### src/rtl/seg_pkg.sv
// -----------------------------------------------------------------------------
// seg_pkg
// Shared definitions for the 8-digit seven-segment scan controller:
//   - state_e     : conversion FSM states
//   - SEG_CODE    : active-low segment patterns for decimal digits 0..9
//   - SEG_BLANK   : all segments off
//   - ANODE_OFF   : no digit selected
//   - dd_step     : one shift-add-3 step of the double-dabble algorithm
//   - seg_encode  : nibble to segment pattern, non-decimal nibbles blank
//   - sat_xy/sat_val : clamp inputs to their displayable range
// -----------------------------------------------------------------------------
package seg_pkg;

    typedef enum logic [2:0] {
        IDLE   = 3'd0,
        CONV_V = 3'd1,
        CONV_X = 3'd2,
        CONV_Y = 3'd3,
        COMMIT = 3'd4
    } state_e;

    localparam logic [6:0] SEG_BLANK = 7'h7F;
    localparam logic [7:0] ANODE_OFF = 8'hFF;

    // Segment order is bit6..0 = g..a, active low.
    localparam logic [6:0] SEG_CODE [0:9] = '{
        7'h40, 7'h79, 7'h24, 7'h30, 7'h19,
        7'h12, 7'h02, 7'h78, 7'h00, 7'h18
    };

    localparam logic [6:0]  XY_MAX  = 7'd99;
    localparam logic [13:0] VAL_MAX = 14'd9999;

    // Add 3 to every BCD digit that is 5 or more, then shift in the next
    // binary bit. Repeating this once per operand bit yields the BCD value.
    function automatic logic [15:0] dd_step(input logic [15:0] bcd,
                                            input logic        bit_in);
        logic [15:0] adj;
        for (int i = 0; i < 4; i++) begin
            adj[i*4 +: 4] = (bcd[i*4 +: 4] >= 4'd5) ? bcd[i*4 +: 4] + 4'd3
                                                     : bcd[i*4 +: 4];
        end
        return {adj[14:0], bit_in};
    endfunction

    function automatic logic [6:0] seg_encode(input logic [3:0] nib);
        if (nib > 4'd9) begin
            return SEG_BLANK;
        end
        return SEG_CODE[nib];
    endfunction

    function automatic logic [6:0] sat_xy(input logic [6:0] v);
        return (v > XY_MAX) ? XY_MAX : v;
    endfunction

    function automatic logic [13:0] sat_val(input logic [13:0] v);
        return (v > VAL_MAX) ? VAL_MAX : v;
    endfunction

endpackage

### src/rtl/bcd_dd.sv
// -----------------------------------------------------------------------------
// bcd_dd
// Sequential double-dabble binary-to-BCD converter, one operand bit per cycle.
// A start pulse loads the operand and performs the first step in the same
// cycle, so an N-bit conversion occupies exactly N cycles starting with the
// start cycle; the result is valid (done_o=1) on the following cycle and is
// held until the next start.
//
// Ports:
//   clk        system clock
//   rst_n      asynchronous active-low reset
//   start_i    load operand_i and begin a conversion (overrides one in flight)
//   width14_i  1: convert all 14 bits of operand_i, 0: convert operand_i[6:0]
//   operand_i  binary input
//   done_o     result valid
//   bcd_o      4-digit BCD result, digit 0 in bits [3:0]
// -----------------------------------------------------------------------------
module bcd_dd
    import seg_pkg::*;
(
    input  logic        clk,
    input  logic        rst_n,
    input  logic        start_i,
    input  logic        width14_i,
    input  logic [13:0] operand_i,
    output logic        done_o,
    output logic [15:0] bcd_o
);

    logic [13:0] sh_q,  sh_d;
    logic [15:0] bcd_q, bcd_d;
    logic [3:0]  cnt_q, cnt_d;
    logic [3:0]  len_q, len_d;
    logic [13:0] ld;

    always_comb begin
        // NOTE: every combinational output gets a default before any branch,
        // so no path leaves a signal unassigned and no latch is inferred.
        sh_d  = sh_q;
        bcd_d = bcd_q;
        cnt_d = cnt_q;
        len_d = len_q;
        // 7-bit operands are left-justified so the MSB is always sh[13].
        ld    = width14_i ? operand_i : {operand_i[6:0], 7'd0};

        if (start_i) begin
            sh_d  = {ld[12:0], 1'b0};
            bcd_d = dd_step(16'd0, ld[13]);
            cnt_d = 4'd1;
            len_d = width14_i ? 4'd14 : 4'd7;
        end else if (cnt_q != len_q) begin
            sh_d  = {sh_q[12:0], 1'b0};
            bcd_d = dd_step(bcd_q, sh_q[13]);
            cnt_d = cnt_q + 4'd1;
        end
    end

    // NOTE: state registers use non-blocking assignments so every flop in the
    // design samples its inputs from the same clock edge.
    always_ff @(posedge clk or negedge rst_n) begin
        if (!rst_n) begin
            sh_q  <= '0;
            bcd_q <= '0;
            cnt_q <= '0;
            len_q <= '0;
        end else begin
            sh_q  <= sh_d;
            bcd_q <= bcd_d;
            cnt_q <= cnt_d;
            len_q <= len_d;
        end
    end

    assign done_o = (len_q != 4'd0) && (cnt_q == len_q);
    assign bcd_o  = bcd_q;

endmodule

### src/rtl/seg_scan_ctrl.sv
// -----------------------------------------------------------------------------
// seg_scan_ctrl
// Captures an (x, y, value) triple, converts the three fields to BCD with one
// shared double-dabble engine, and multiplexes the 8 resulting digits onto a
// common-anode seven-segment display.
//
// Parameters:
//   CLK_DIV   clk cycles per digit-advance tick
//   LZ_BLANK  1: blank leading zeros of the 4-digit value field
//
// Ports:
//   clk      system clock
//   rst_n    asynchronous active-low reset
//   load     single-cycle capture request, honoured only in IDLE
//   x, y     coordinates, saturated to 99, shown as 2 digits each
//   value    number, saturated to 9999, shown as 4 digits
//   busy     capture/conversion in progress
//   anode    active-low one-hot digit select (registered)
//   cathode  active-low segments g..a (registered with anode)
//
// Digit order: idx0/1 x ones/tens, idx2/3 y ones/tens, idx4..7 value
// ones..thousands.
// -----------------------------------------------------------------------------
module seg_scan_ctrl
    import seg_pkg::*;
#(
    parameter int CLK_DIV  = 200000,
    parameter int LZ_BLANK = 1
) (
    input  logic        clk,
    input  logic        rst_n,
    input  logic        load,
    input  logic [6:0]  x,
    input  logic [6:0]  y,
    input  logic [13:0] value,
    output logic        busy,
    output logic [7:0]  anode,
    output logic [6:0]  cathode
);

    localparam int               CNT_W    = (CLK_DIV > 1) ? $clog2(CLK_DIV) : 1;
    localparam logic [CNT_W-1:0] DIV_LAST = CNT_W'(CLK_DIV - 1);

    // -------------------------------------------------------------------------
    // Conversion FSM
    // -------------------------------------------------------------------------
    state_e      state_q,   state_d;
    logic [3:0]  cnt_q,     cnt_d;
    logic [6:0]  x_q,       x_d;
    logic [6:0]  y_q,       y_d;
    logic [13:0] val_q,     val_d;
    logic [15:0] v_bcd_q,   v_bcd_d;
    logic [7:0]  x_bcd_q,   x_bcd_d;
    logic [31:0] disp_q,    disp_d;

    logic        dd_start;
    logic        dd_width14;
    logic [13:0] dd_operand;
    logic        dd_done;
    logic [15:0] dd_bcd;

    bcd_dd u_dd (
        .clk       (clk),
        .rst_n     (rst_n),
        .start_i   (dd_start),
        .width14_i (dd_width14),
        .operand_i (dd_operand),
        .done_o    (dd_done),
        .bcd_o     (dd_bcd)
    );

    // Each conversion starts on the first cycle of its state and its result
    // is picked up on the first cycle of the following state, while the
    // engine is already restarting on the next field. The y result is taken
    // straight from the engine in COMMIT so all 8 digits land together.
    always_comb begin
        state_d    = state_q;
        cnt_d      = cnt_q;
        x_d        = x_q;
        y_d        = y_q;
        val_d      = val_q;
        v_bcd_d    = v_bcd_q;
        x_bcd_d    = x_bcd_q;
        disp_d     = disp_q;
        dd_start   = 1'b0;
        dd_width14 = 1'b0;
        dd_operand = '0;

        unique case (state_q)
            IDLE: begin
                if (load) begin
                    x_d     = sat_xy(x);
                    y_d     = sat_xy(y);
                    val_d   = sat_val(value);
                    cnt_d   = 4'd0;
                    state_d = CONV_V;
                end
            end

            CONV_V: begin
                dd_start   = (cnt_q == 4'd0);
                dd_width14 = 1'b1;
                dd_operand = val_q;
                if (cnt_q == 4'd13) begin
                    cnt_d   = 4'd0;
                    state_d = CONV_X;
                end else begin
                    cnt_d = cnt_q + 4'd1;
                end
            end

            CONV_X: begin
                dd_start   = (cnt_q == 4'd0);
                dd_operand = {7'd0, x_q};
                if (cnt_q == 4'd0 && dd_done) begin
                    v_bcd_d = dd_bcd;
                end
                if (cnt_q == 4'd6) begin
                    cnt_d   = 4'd0;
                    state_d = CONV_Y;
                end else begin
                    cnt_d = cnt_q + 4'd1;
                end
            end

            CONV_Y: begin
                dd_start   = (cnt_q == 4'd0);
                dd_operand = {7'd0, y_q};
                if (cnt_q == 4'd0 && dd_done) begin
                    x_bcd_d = dd_bcd[7:0];
                end
                if (cnt_q == 4'd6) begin
                    cnt_d   = 4'd0;
                    state_d = COMMIT;
                end else begin
                    cnt_d = cnt_q + 4'd1;
                end
            end

            COMMIT: begin
                if (dd_done) begin
                    disp_d = {v_bcd_q, dd_bcd[7:0], x_bcd_q};
                end
                state_d = IDLE;
            end

            default: begin
                state_d = IDLE;
            end
        endcase
    end

    always_ff @(posedge clk or negedge rst_n) begin
        if (!rst_n) begin
            state_q <= IDLE;
            cnt_q   <= '0;
            x_q     <= '0;
            y_q     <= '0;
            val_q   <= '0;
            v_bcd_q <= '0;
            x_bcd_q <= '0;
            // NOTE: the display register is a handful of flops, not a RAM,
            // so it is reset; the display must come up showing zeros.
            disp_q  <= '0;
        end else begin
            state_q <= state_d;
            cnt_q   <= cnt_d;
            x_q     <= x_d;
            y_q     <= y_d;
            val_q   <= val_d;
            v_bcd_q <= v_bcd_d;
            x_bcd_q <= x_bcd_d;
            disp_q  <= disp_d;
        end
    end

    assign busy = (state_q != IDLE);

    // -------------------------------------------------------------------------
    // Display scanner: free-running, independent of the FSM.
    // idx_q is the digit to be shown at the next tick, so the first tick after
    // reset selects idx 0.
    // -------------------------------------------------------------------------
    logic [CNT_W-1:0] pre_q;
    logic [2:0]       idx_q;
    logic [7:0]       anode_q;
    logic [6:0]       cathode_q;
    logic             tick;
    logic [3:0]       cur_nib;
    logic             lz;
    logic [6:0]       seg_next;

    assign tick = (pre_q == DIV_LAST);

    always_comb begin
        cur_nib = disp_q[{idx_q, 2'b00} +: 4];
        // A value digit is a leading zero when it and every digit above it
        // are zero; idx4 (ones) is never blanked so 0 still shows as "0".
        unique case (idx_q)
            3'd5:    lz = (disp_q[31:20] == 12'd0);
            3'd6:    lz = (disp_q[31:24] == 8'd0);
            3'd7:    lz = (disp_q[31:28] == 4'd0);
            default: lz = 1'b0;
        endcase
        seg_next = ((LZ_BLANK != 0) && lz) ? SEG_BLANK : seg_encode(cur_nib);
    end

    // Anode and cathode update on the same edge so a digit never shows
    // another digit's segments.
    always_ff @(posedge clk or negedge rst_n) begin
        if (!rst_n) begin
            pre_q     <= '0;
            idx_q     <= '0;
            anode_q   <= ANODE_OFF;
            cathode_q <= SEG_BLANK;
        end else if (tick) begin
            pre_q     <= '0;
            idx_q     <= idx_q + 3'd1;
            anode_q   <= ~(8'b0000_0001 << idx_q);
            cathode_q <= seg_next;
        end else begin
            pre_q     <= pre_q + 1'b1;
        end
    end

    assign anode   = anode_q;
    assign cathode = cathode_q;

endmodule

### config.mk
export PLATFORM = sky130hd
export DESIGN_NAME = seg_scan_ctrl
export DESIGN_NICKNAME = d
export VERILOG_FILES = /design/src/rtl/seg_pkg.sv /design/src/rtl/bcd_dd.sv /design/src/rtl/seg_scan_ctrl.sv
export SDC_FILE = /design/constraint.sdc
export NUM_CORES = 1
export LEC_CHECK = 0
export ABC_CLOCK_PERIOD_IN_PS = 5850
export BUFFER_PORTS_ARGS = -buffer_cell sky130_fd_sc_hd__buf_2
export CAP_MARGIN = 25
export CORE_ASPECT_RATIO = 0.5
export CORE_UTILIZATION = 55
export CTS_CLUSTER_SIZE = 24
export DETAILED_ROUTE_END_ITERATION = 10
export PLACE_DENSITY = 0.73
export SYNTH_ARGS = -nofsm -noshare
export SYNTH_HDL_FRONTEND = slang
export SYNTH_SLANG_ARGS = --single-unit
### constraint.sdc
create_clock -name clk -period 5.85 [get_ports clk]
set_input_delay 0.2925 -clock clk [delete_from_list [all_inputs] [get_ports clk]]
set_output_delay 0.2925 -clock clk [all_outputs]
set_load 0.005 [all_outputs]
==> impl_metrics.sql, run 1 <==
INSERT INTO impl_metrics (metric_group, metric, value, unit) VALUES
('worst_setup_path', 'critical_path.endpoint_type', 'flop', ''),
('synthesis', 'synth_seq_cells', '163', ''),
('timing', 'max_freq', '0.349', 'GHz'),
('timing', 'setup_viol_count_final', '0', ''),
('worst_setup_path', 'arrival_time_of_the_worst_setup_path', '3.23', 'ns'),
('timing', 'setup_tns', '0', 'ns'),
('cells_and_area', 'commonest_non_fill_non_tap_cell_in_the_layout', 'sky130_fd_sc_hd__dfrtp_1', ''),
('worst_setup_path', 'critical_path_required', '6.21', 'ns'),
('routing', 'detail-route-antenna-nets', '0', ''),
('synthesis', 'synth_area_per_cell', '11.0', 'um2'),
('floorplanning', 'effective_utilization_at_floorplan', '57.2', '%'),
('place', 'buffer_ports.inserted', '46', ''),
('grt', 'grt-ovfl-total', '0', ''),
('pwr', 'p_leak', '4.17', 'nW'),
('floorplanning', 'dieArea', '14800', 'um2'),
('routing', 'route.final.wire_length', '15100', 'um'),
('worst_setup_path', 'critPathTopFamily', 'flip-flops', ''),
('run_status', 'run_status', 'finished, final reports clean', ''),
('pwr', 'power_density', '397', 'nW/um2'),
('grt', 'grt_antenna_before_repair', '0', ''),
('synthesis', 'synth_warnings', '0', ''),
('clock_tree', 'clock_latency', '0.43', 'ns'),
('cells_and_area', 'num-nets-final', '810', ''),
('timing', 'fin_skew', '0.0348', 'ns'),
('floorplanning', 'ios', '47', ''),
('worst_setup_path', 'crit_path_largest_cell_delay', '0.69', 'ns'),
('pwr', 'vdd_drop_max', '0.213', 'mV'),
('synthesis', 'postSynthNetCount', '770', ''),
('place', 'gpl.final_weighted_congestion', '0.785', ''),
('worst_setup_path', 'cpMaxStageDelayCell', 'sky130_fd_sc_hd__dfrtp_1', ''),
('cells_and_area', 'area_growth_syn_to_layout', '12.1', '%'),
('synthesis', 'synthArstFlopShare', '100', '%'),
('worst_setup_path', 'worstSetupStartpointType', 'flop', ''),
('worst_hold_path', 'hold_path_class', 'in2reg', ''),
('clock_tree', 'cts_tree', 'yes', ''),
('cells_and_area', 'final_core_util', '64.1', '%'),
('routing', 'detail_route.wl_per_cell', '15.7', 'um'),
('grt', 'first_global_vias', '5280', ''),
('timing', 'rsz0062_at_grt', 'false', ''),
('routing', 'avgViaCountPerCell', '5.55', ''),
('floorplanning', 'dieWidth', '171', 'um'),
('synthesis', 'number_of_unique_standard_cell_types_used_by_synthesis', '64', ''),
('timing', 'fin_crit', '2.87', 'ns'),
('clock_tree', 'numCtsBuffers', '17', ''),
('worst_setup_path', 'crit_type', 'reg2reg', ''),
('synthesis', 'syn-cell-area', '7880', 'um2'),
('grt', 'grt_usage', '22.2', '%'),
('clock_tree', 'cts_htree_levels', '4', ''),
('floorplanning', 'row_count', '30', ''),
('place', 'place.detailed.hpwl', '10200', 'um'),
('timing', 'final_max_slew_viol_count', '0', ''),
('worst_setup_path', 'crit_path_buf_inv_count', '1', ''),
('routing', 'first_iter_violations', '312', ''),
('floorplanning', 'die_h', '86.6', 'um'),
('synthesis', 'ys_seq_area_share', '52.0', '%'),
('clock_tree', 'clock_sinks', '163', ''),
('worst_setup_path', 'crit_chain', 'mux4_1 > nand2_1 > and2_1 > inv_1 > ha_1 > or2_2 > a21o_4 > o2111ai_4 > o22a_1', ''),
('grt', 'largest_net_degree_at_the_start_of_global_routing', '104', ''),
('cells_and_area', 'layout_common_cells', 'sky130_fd_sc_hd__dfrtp_1 (148), sky130_fd_sc_hd__nand2_1 (92), sky130_fd_sc_hd__nor2_1 (60)', ''),
('synthesis', 'synth_flop_cell', 'sky130_fd_sc_hd__dfrtp_1', ''),
('clock_tree', 'postCtsResizedCells', '0', ''),
('clock_tree', 'clockBufferDepth', '2', ''),
('timing', 'max_slew.worst_pin.slew', '0.941', 'ns'),
('clock_tree', 'root_buffer', 'sky130_fd_sc_hd__clkbuf_16', ''),
('floorplanning', 'design.core.area', '13800', 'um2'),
('cells_and_area', 'antennaDiodeCount', '0', ''),
('timing', 'timing.slew.headroom', '37.0', '%'),
('clock_tree', 'postCtsSetupRepairBufs', '0', ''),
('timing', 'hold_violations', '0', ''),
('grt', 'grt_pass1_wl', '25700', 'um'),
('routing', 'vias', '5338', ''),
('cells_and_area', 'drive_gt1_share', '18.1', '%'),
('synthesis', 'cells_after_synthesis', '717', ''),
('routing', 'route.detailed.drc', '0', ''),
('routing', 'drt_pass1_iterations', '4', ''),
('job', 'cap_violations', '0', ''),
('timing', 'timing.final.crit_share', '49.0', '%'),
('clock_tree', 'cts.reportedPaths.clkPinSlew', '0.07', 'ns'),
('worst_setup_path', 'critical_path.max_fanout', '11', ''),
('synthesis', 'synth_enable_flop_cells', '0', '');
==> per-stage QoR <==
stage	cell area (um2)	worst slack, ns	hold WS [ns]	instances	total power, W
2_1_floorplan	7880	3.41	-0.00309	717	0.00228
3_3_place_gp	8210	3.09	0.439	926	0.00246
3_5_place_dp	8240	2.98	0.446	927	0.00250
4_1_cts	8790	2.95	0.0253	959	0.00353
5_1_grt	8830	2.80	0.0701	962	0.00375
6_report	8830	2.98	0.0671	962	0.00351
==> flip-flops by register name, summed over array words and instances, names as in the netlist <==
| register | cells |
|---|---|
| disp_q | 32 |
| cathode | 7 |
| cnt_q | 4 |
| v_bcd_q | 16 |
| u_dd.len_q | 3 |
| anode | 8 |
| state_q | 3 |
| pre_q | 18 |
| idx_q | 3 |
| u_dd.bcd_o | 16 |
| x_bcd_q | 8 |
| u_dd.cnt_q | 4 |
| u_dd.sh_q | 13 |
| y_q | 7 |
| x_q | 7 |
| val_q | 14 |
==> final timing paths <==
kind,slack (ns),cells after the start,to,start
worst min-delay path,0.07,2,x_q[0],x[0]
worst max-delay path,2.98,9,cathode[2],idx_q[0]
worst min register to register,0.46,1,pre_q[0],pre_q[0]
max in group asynchronous,4.20,4,v_bcd_q[8],rst_n
worst max register to register,2.98,9,cathode[2],idx_q[0]
min in group asynchronous,0.38,2,cathode[4],rst_n
==> synthesized netlist by cell type (all sizes together), types with 3 or more instances <==
master / instances / area share, %
dfrtp: 148 / 47
nand2: 93 / 4.5
nor2: 63 / 3.4
mux2: 56 / 8.0
o21ai: 43 / 2.7
a21oi: 30 / 1.9
ha: 22 / 3.5
nand3: 20 / 1.3
xnor2: 19 / 2.1
buf: 17 / 1.5
clkbuf: 17 / 0.81
inv: 17 / 0.81
o22a: 17 / 1.9
dfstp: 15 / 5.0
mux2i: 11 / 1.6
nand2b: 9 / 0.71
nor3: 9 / 0.64
a21boi: 8 / 0.76
mux4: 8 / 2.4
nand4: 8 / 0.79
a22oi: 7 / 0.67
a31oi: 7 / 0.56
a211oi: 6 / 0.57
xor2: 6 / 0.67
and3: 5 / 0.40
a21o: 4 / 0.48
a22o: 4 / 0.44
and2: 4 / 0.32
nor3b: 4 / 0.38
nor4: 4 / 0.32
or2: 4 / 0.32
or3: 4 / 0.32
and4: 3 / 0.33
nor2b: 3 / 0.24
==> repair_timing <==
action / 4_1_cts / 5_1_grt
setup endpoints to repair: 0 / 0
endpoints found under the hold margin: 0 / 62
hold buffers: 0 / 1
==> worst register-to-register path: stages, from the launching register on <==
cell                        delay (ns)
sky130_fd_sc_hd__dfrtp_1          0.69
sky130_fd_sc_hd__mux4_1           0.62
sky130_fd_sc_hd__nand2_1          0.08
sky130_fd_sc_hd__and2_1           0.25
sky130_fd_sc_hd__inv_1            0.12
sky130_fd_sc_hd__ha_1             0.21
sky130_fd_sc_hd__or2_2            0.29
sky130_fd_sc_hd__a21o_4           0.23
sky130_fd_sc_hd__o2111ai_4        0.13
sky130_fd_sc_hd__o22a_1           0.21
==> final cells by class <==
| class | instances | area [um2] |
|---|---|---|
| Timing Repair Buffer | 55 | 350 |
| Sequential cell | 163 | 4100 |
| Tap cell | 192 | 240 |
| Clock inverter | 14 | 106 |
| Clock buffer | 18 | 439 |
| Fill cell | 1094 | 4940 |
| Multi-Input combinational cell | 503 | 3540 |
| Inverter | 17 | 63.8 |
==> routing by layer <==
metal	track usage, %	part of all wire (%)	vias up
met5	0	0	-
met4	5.19	0.27	0
met3	5.21	3.8	5
met2	35.6	46	91
met1	30.7	50	2626
li1	-	-	2616
==> kinds of logic after synthesis <==
family	after synthesis	share of synthesized area, %
XOR/XNOR	25	2.78
AO/OA/AOI/OAI	141	11.8
AND/OR/NAND/NOR	240	14.8
multiplexers	75	12.0
flip-flops	163	52.0
adder cells (fa/ha/maj)	22	3.49
buffers and inverters	51	3.10
==> where the power goes <==
part | internal, W | switching (W) | leakage (nW)
Clock | 0.000556 | 0.000465 | 0.247
Sequential | 0.00135 | 0.000212 | 2.08
Combinational | 0.000424 | 0.000497 | 1.83
Note: power is estimated with default switching activity, not from simulation.
==> run 2: changes to the inputs <==
--- a/config.mk
+++ b/config.mk
@@ -5,7 +5,7 @@
 export SDC_FILE = /design/constraint.sdc
 export NUM_CORES = 1
 export LEC_CHECK = 0
-export ABC_CLOCK_PERIOD_IN_PS = 5850
+export ABC_CLOCK_PERIOD_IN_PS = 2800
 export BUFFER_PORTS_ARGS = -buffer_cell sky130_fd_sc_hd__buf_2
 export CAP_MARGIN = 25
 export CORE_ASPECT_RATIO = 0.5
==> constraint.sdc (replaced) <==
create_clock -name clk -period 2.8 [get_ports clk]
set_input_delay 0.14 -clock clk [delete_from_list [all_inputs] [get_ports clk]]
set_output_delay 0.14 -clock clk [all_outputs]
set_load 0.005 [all_outputs]
==> impl_metrics.sql, run 2 (synthesis results as in run 1) <==
INSERT INTO impl_metrics (metric_group, metric, value, unit) VALUES
('run_status', 'run_status', 'finished, final reports clean', ''),
('timing', 'final_max_slew_viol_count', '0', ''),
('floorplanning', 'dieArea', '14800', 'um2'),
('cells_and_area', 'largest_register_ffs', '32', ''),
('worst_hold_path', 'hold-path-cell-count', '3', ''),
('worst_setup_path', 'r2r.worst_path.cells', '9', ''),
('clock_tree', 'clock_latency', '0.41', 'ns'),
('place', 'gpl.final_weighted_congestion', '0.872', ''),
('clock_tree', 'root_buffer', 'sky130_fd_sc_hd__clkbuf_16', ''),
('routing', 'route.detailed.drc', '0', ''),
('routing', 'detail_route.wl_per_cell', '16.2', 'um'),
('floorplanning', 'design.core.area', '13800', 'um2'),
('timing', 'rsz0062_at_grt', 'false', ''),
('clock_tree', 'clock_sinks', '163', ''),
('worst_setup_path', 'crit_chain', 'mux4_1 > nand2_1 > and2_1 > inv_1 > ha_1 > or2_2 > a21o_4 > o2111ai_4 > o22a_1', ''),
('routing', 'detail-route-antenna-nets', '0', ''),
('floorplanning', 'ios', '47', ''),
('routing', 'drt_pass1_iterations', '5', ''),
('floorplanning', 'row_count', '30', ''),
('clock_tree', 'numCtsBuffers', '17', ''),
('timing', 'timing.slew.headroom', '57.7', '%'),
('floorplanning', 'die_h', '86.6', 'um'),
('clock_tree', 'clockBufferDepth', '2', ''),
('floorplanning', 'effective_utilization_at_floorplan', '57.2', '%'),
('cells_and_area', 'layout_common_cells', 'sky130_fd_sc_hd__dfrtp_1 (148), sky130_fd_sc_hd__nand2_1 (92), sky130_fd_sc_hd__nor2_1 (60)', ''),
('worst_setup_path', 'critical_path.endpoint_type', 'flop', ''),
('grt', 'grt_usage', '23.8', '%'),
('routing', 'avgViaCountPerCell', '5.56', ''),
('timing', 'worst_slack', '0.244', 'ns'),
('place', 'buffer_ports.inserted', '46', ''),
('clock_tree', 'cts_tree', 'yes', ''),
('cells_and_area', 'antennaDiodeCount', '0', ''),
('timing', 'fin_crit', '2.56', 'ns'),
('cells_and_area', 'max_flop_register', 'disp_q', ''),
('place', 'place_ws', '0.260', 'ns'),
('grt', 'grt-ovfl-total', '0', ''),
('worst_setup_path', 'critical_path_required', '3.16', 'ns'),
('timing', 'max_freq', '0.391', 'GHz'),
('clock_tree', 'cts.reportedPaths.clkPinSlew', '0.07', 'ns'),
('timing', 'setup_viol_count_final', '0', ''),
('worst_setup_path', 'worstSetupStartpointType', 'flop', ''),
('worst_setup_path', 'crit_type', 'reg2reg', ''),
('cells_and_area', 'drive_gt1_share', '18.0', '%'),
('pwr', 'p_leak', '4.32', 'nW'),
('cells_and_area', 'area_growth_syn_to_layout', '16.1', '%'),
('worst_setup_path', 'critical_path.max_fanout', '8', ''),
('timing', 'max_slew.worst_pin.slew', '0.635', 'ns'),
('grt', 'first_global_vias', '5545', ''),
('timing', 'setup_tns', '0', 'ns'),
('worst_setup_path', 'cpMaxStageDelayCell', 'sky130_fd_sc_hd__mux4_1', ''),
('worst_setup_path', 'crit_path_largest_cell_delay', '0.60', 'ns'),
('grt', 'largest_net_degree_at_the_start_of_global_routing', '72', ''),
('worst_setup_path', 'crit_path_buf_inv_count', '1', ''),
('routing', 'first_iter_violations', '355', ''),
('routing', 'route.final.wire_length', '16100', 'um'),
('clock_tree', 'cts_htree_levels', '4', ''),
('timing', 'hold_violations', '0', ''),
('job', 'cap_violations', '0', ''),
('grt', 'grt_pass1_wl', '27400', 'um'),
('grt', 'grt_antenna_before_repair', '0', ''),
('cells_and_area', 'num-nets-final', '845', ''),
('place', 'place.detailed.hpwl', '10600', 'um'),
('worst_setup_path', 'cp_num_cells', '9', ''),
('worst_setup_path', 'critPathTopFamily', 'multiplexers', ''),
('routing', 'vias', '5539', ''),
('cells_and_area', 'commonest_non_fill_non_tap_cell_in_the_layout', 'sky130_fd_sc_hd__dfrtp_1', ''),
('pwr', 'vdd_drop_max', '0.489', 'mV'),
('pwr', 'power_density', '814', 'nW/um2'),
('worst_setup_path', 'arrival_time_of_the_worst_setup_path', '2.91', 'ns'),
('clock_tree', 'postCtsResizedCells', '0', ''),
('timing', 'fin_skew', '0.00842', 'ns'),
('worst_hold_path', 'hold_path_class', 'in2reg', ''),
('timing', 'timing.final.crit_share', '91.3', '%'),
('floorplanning', 'dieWidth', '171', 'um'),
('cells_and_area', 'reg.largest.list', 'disp_q: 32 flops, pre_q: 18 flops', '');
==> run 2: worst paths after layout <==
path                           from    endpoint  slack (ns)
max                        idx_q[0]  cathode[6]        0.24
min                            y[3]      y_q[3]        0.03
max reg2reg                idx_q[0]  cathode[6]        0.24
min reg2reg                pre_q[0]    pre_q[0]        0.47
max in group asynchronous     rst_n    anode[6]        1.67
min in group asynchronous     rst_n  disp_q[30]        0.31
==> run 2: stage by stage <==
stage | total power [W] | hold slack (ns) | instances | util [%] | area (um2)
finish | 0.00744 | 0.0298 | 996 | 66.4 | 9140
global route | 0.00795 | 0.0141 | 996 | 66.4 | 9140
CTS | 0.00750 | 0.00704 | 996 | 66.4 | 9140
detailed placement | 0.00525 | 0.194 | 937 | 60.3 | 8310
global placement | 0.00515 | 0.187 | 937 | 60.3 | 8310
floorplan | 0.00476 | -0.156 | 717 | - | 7880
==> run 2: power by group <==
part,switching (W),internal [W],total (W)
clock network,0.000973,0.00123,0.00220
registers,0.000422,0.00283,0.00325
logic,0.00107,0.000919,0.00199
total,0.00246,0.00498,0.00744
==> run 2: final cells by class <==
class / instances / area (um2)
fill: 1051 / 4630
sequential: 163 / 4100
multi-input combinational: 503 / 3540
timing repair buffer: 90 / 649
clock buffer: 18 / 429
tap: 192 / 240
clock inverter: 13 / 126
inverter: 17 / 63.8
==> run 2: worst reg2reg max path, cell delays in order (launching register included) <==
cell	delay [ns]
sky130_fd_sc_hd__dfrtp_1	0.58
sky130_fd_sc_hd__mux4_1	0.60
sky130_fd_sc_hd__nand2_1	0.07
sky130_fd_sc_hd__and2_1	0.13
sky130_fd_sc_hd__inv_1	0.08
sky130_fd_sc_hd__ha_1	0.20
sky130_fd_sc_hd__or2_2	0.28
sky130_fd_sc_hd__a21o_4	0.22
sky130_fd_sc_hd__o2111ai_4	0.13
sky130_fd_sc_hd__o22a_1	0.20
==> run 2: timing repair <==
item                       CTS  global route
setup buffers                0             0
hold buffers                28             0
hold endpoints to repair    88             0
setup endpoints to repair    0             0
==> run 2: metal layers <==
metal  vias up  track usage [%]  part of all wire [%]
li1       2686                -                     -
met1      2726             32.3                    49
met2       115             39.5                    47
met3        12             4.38                   3.4
met4         0             6.82                  0.69
met5         -                0                     0
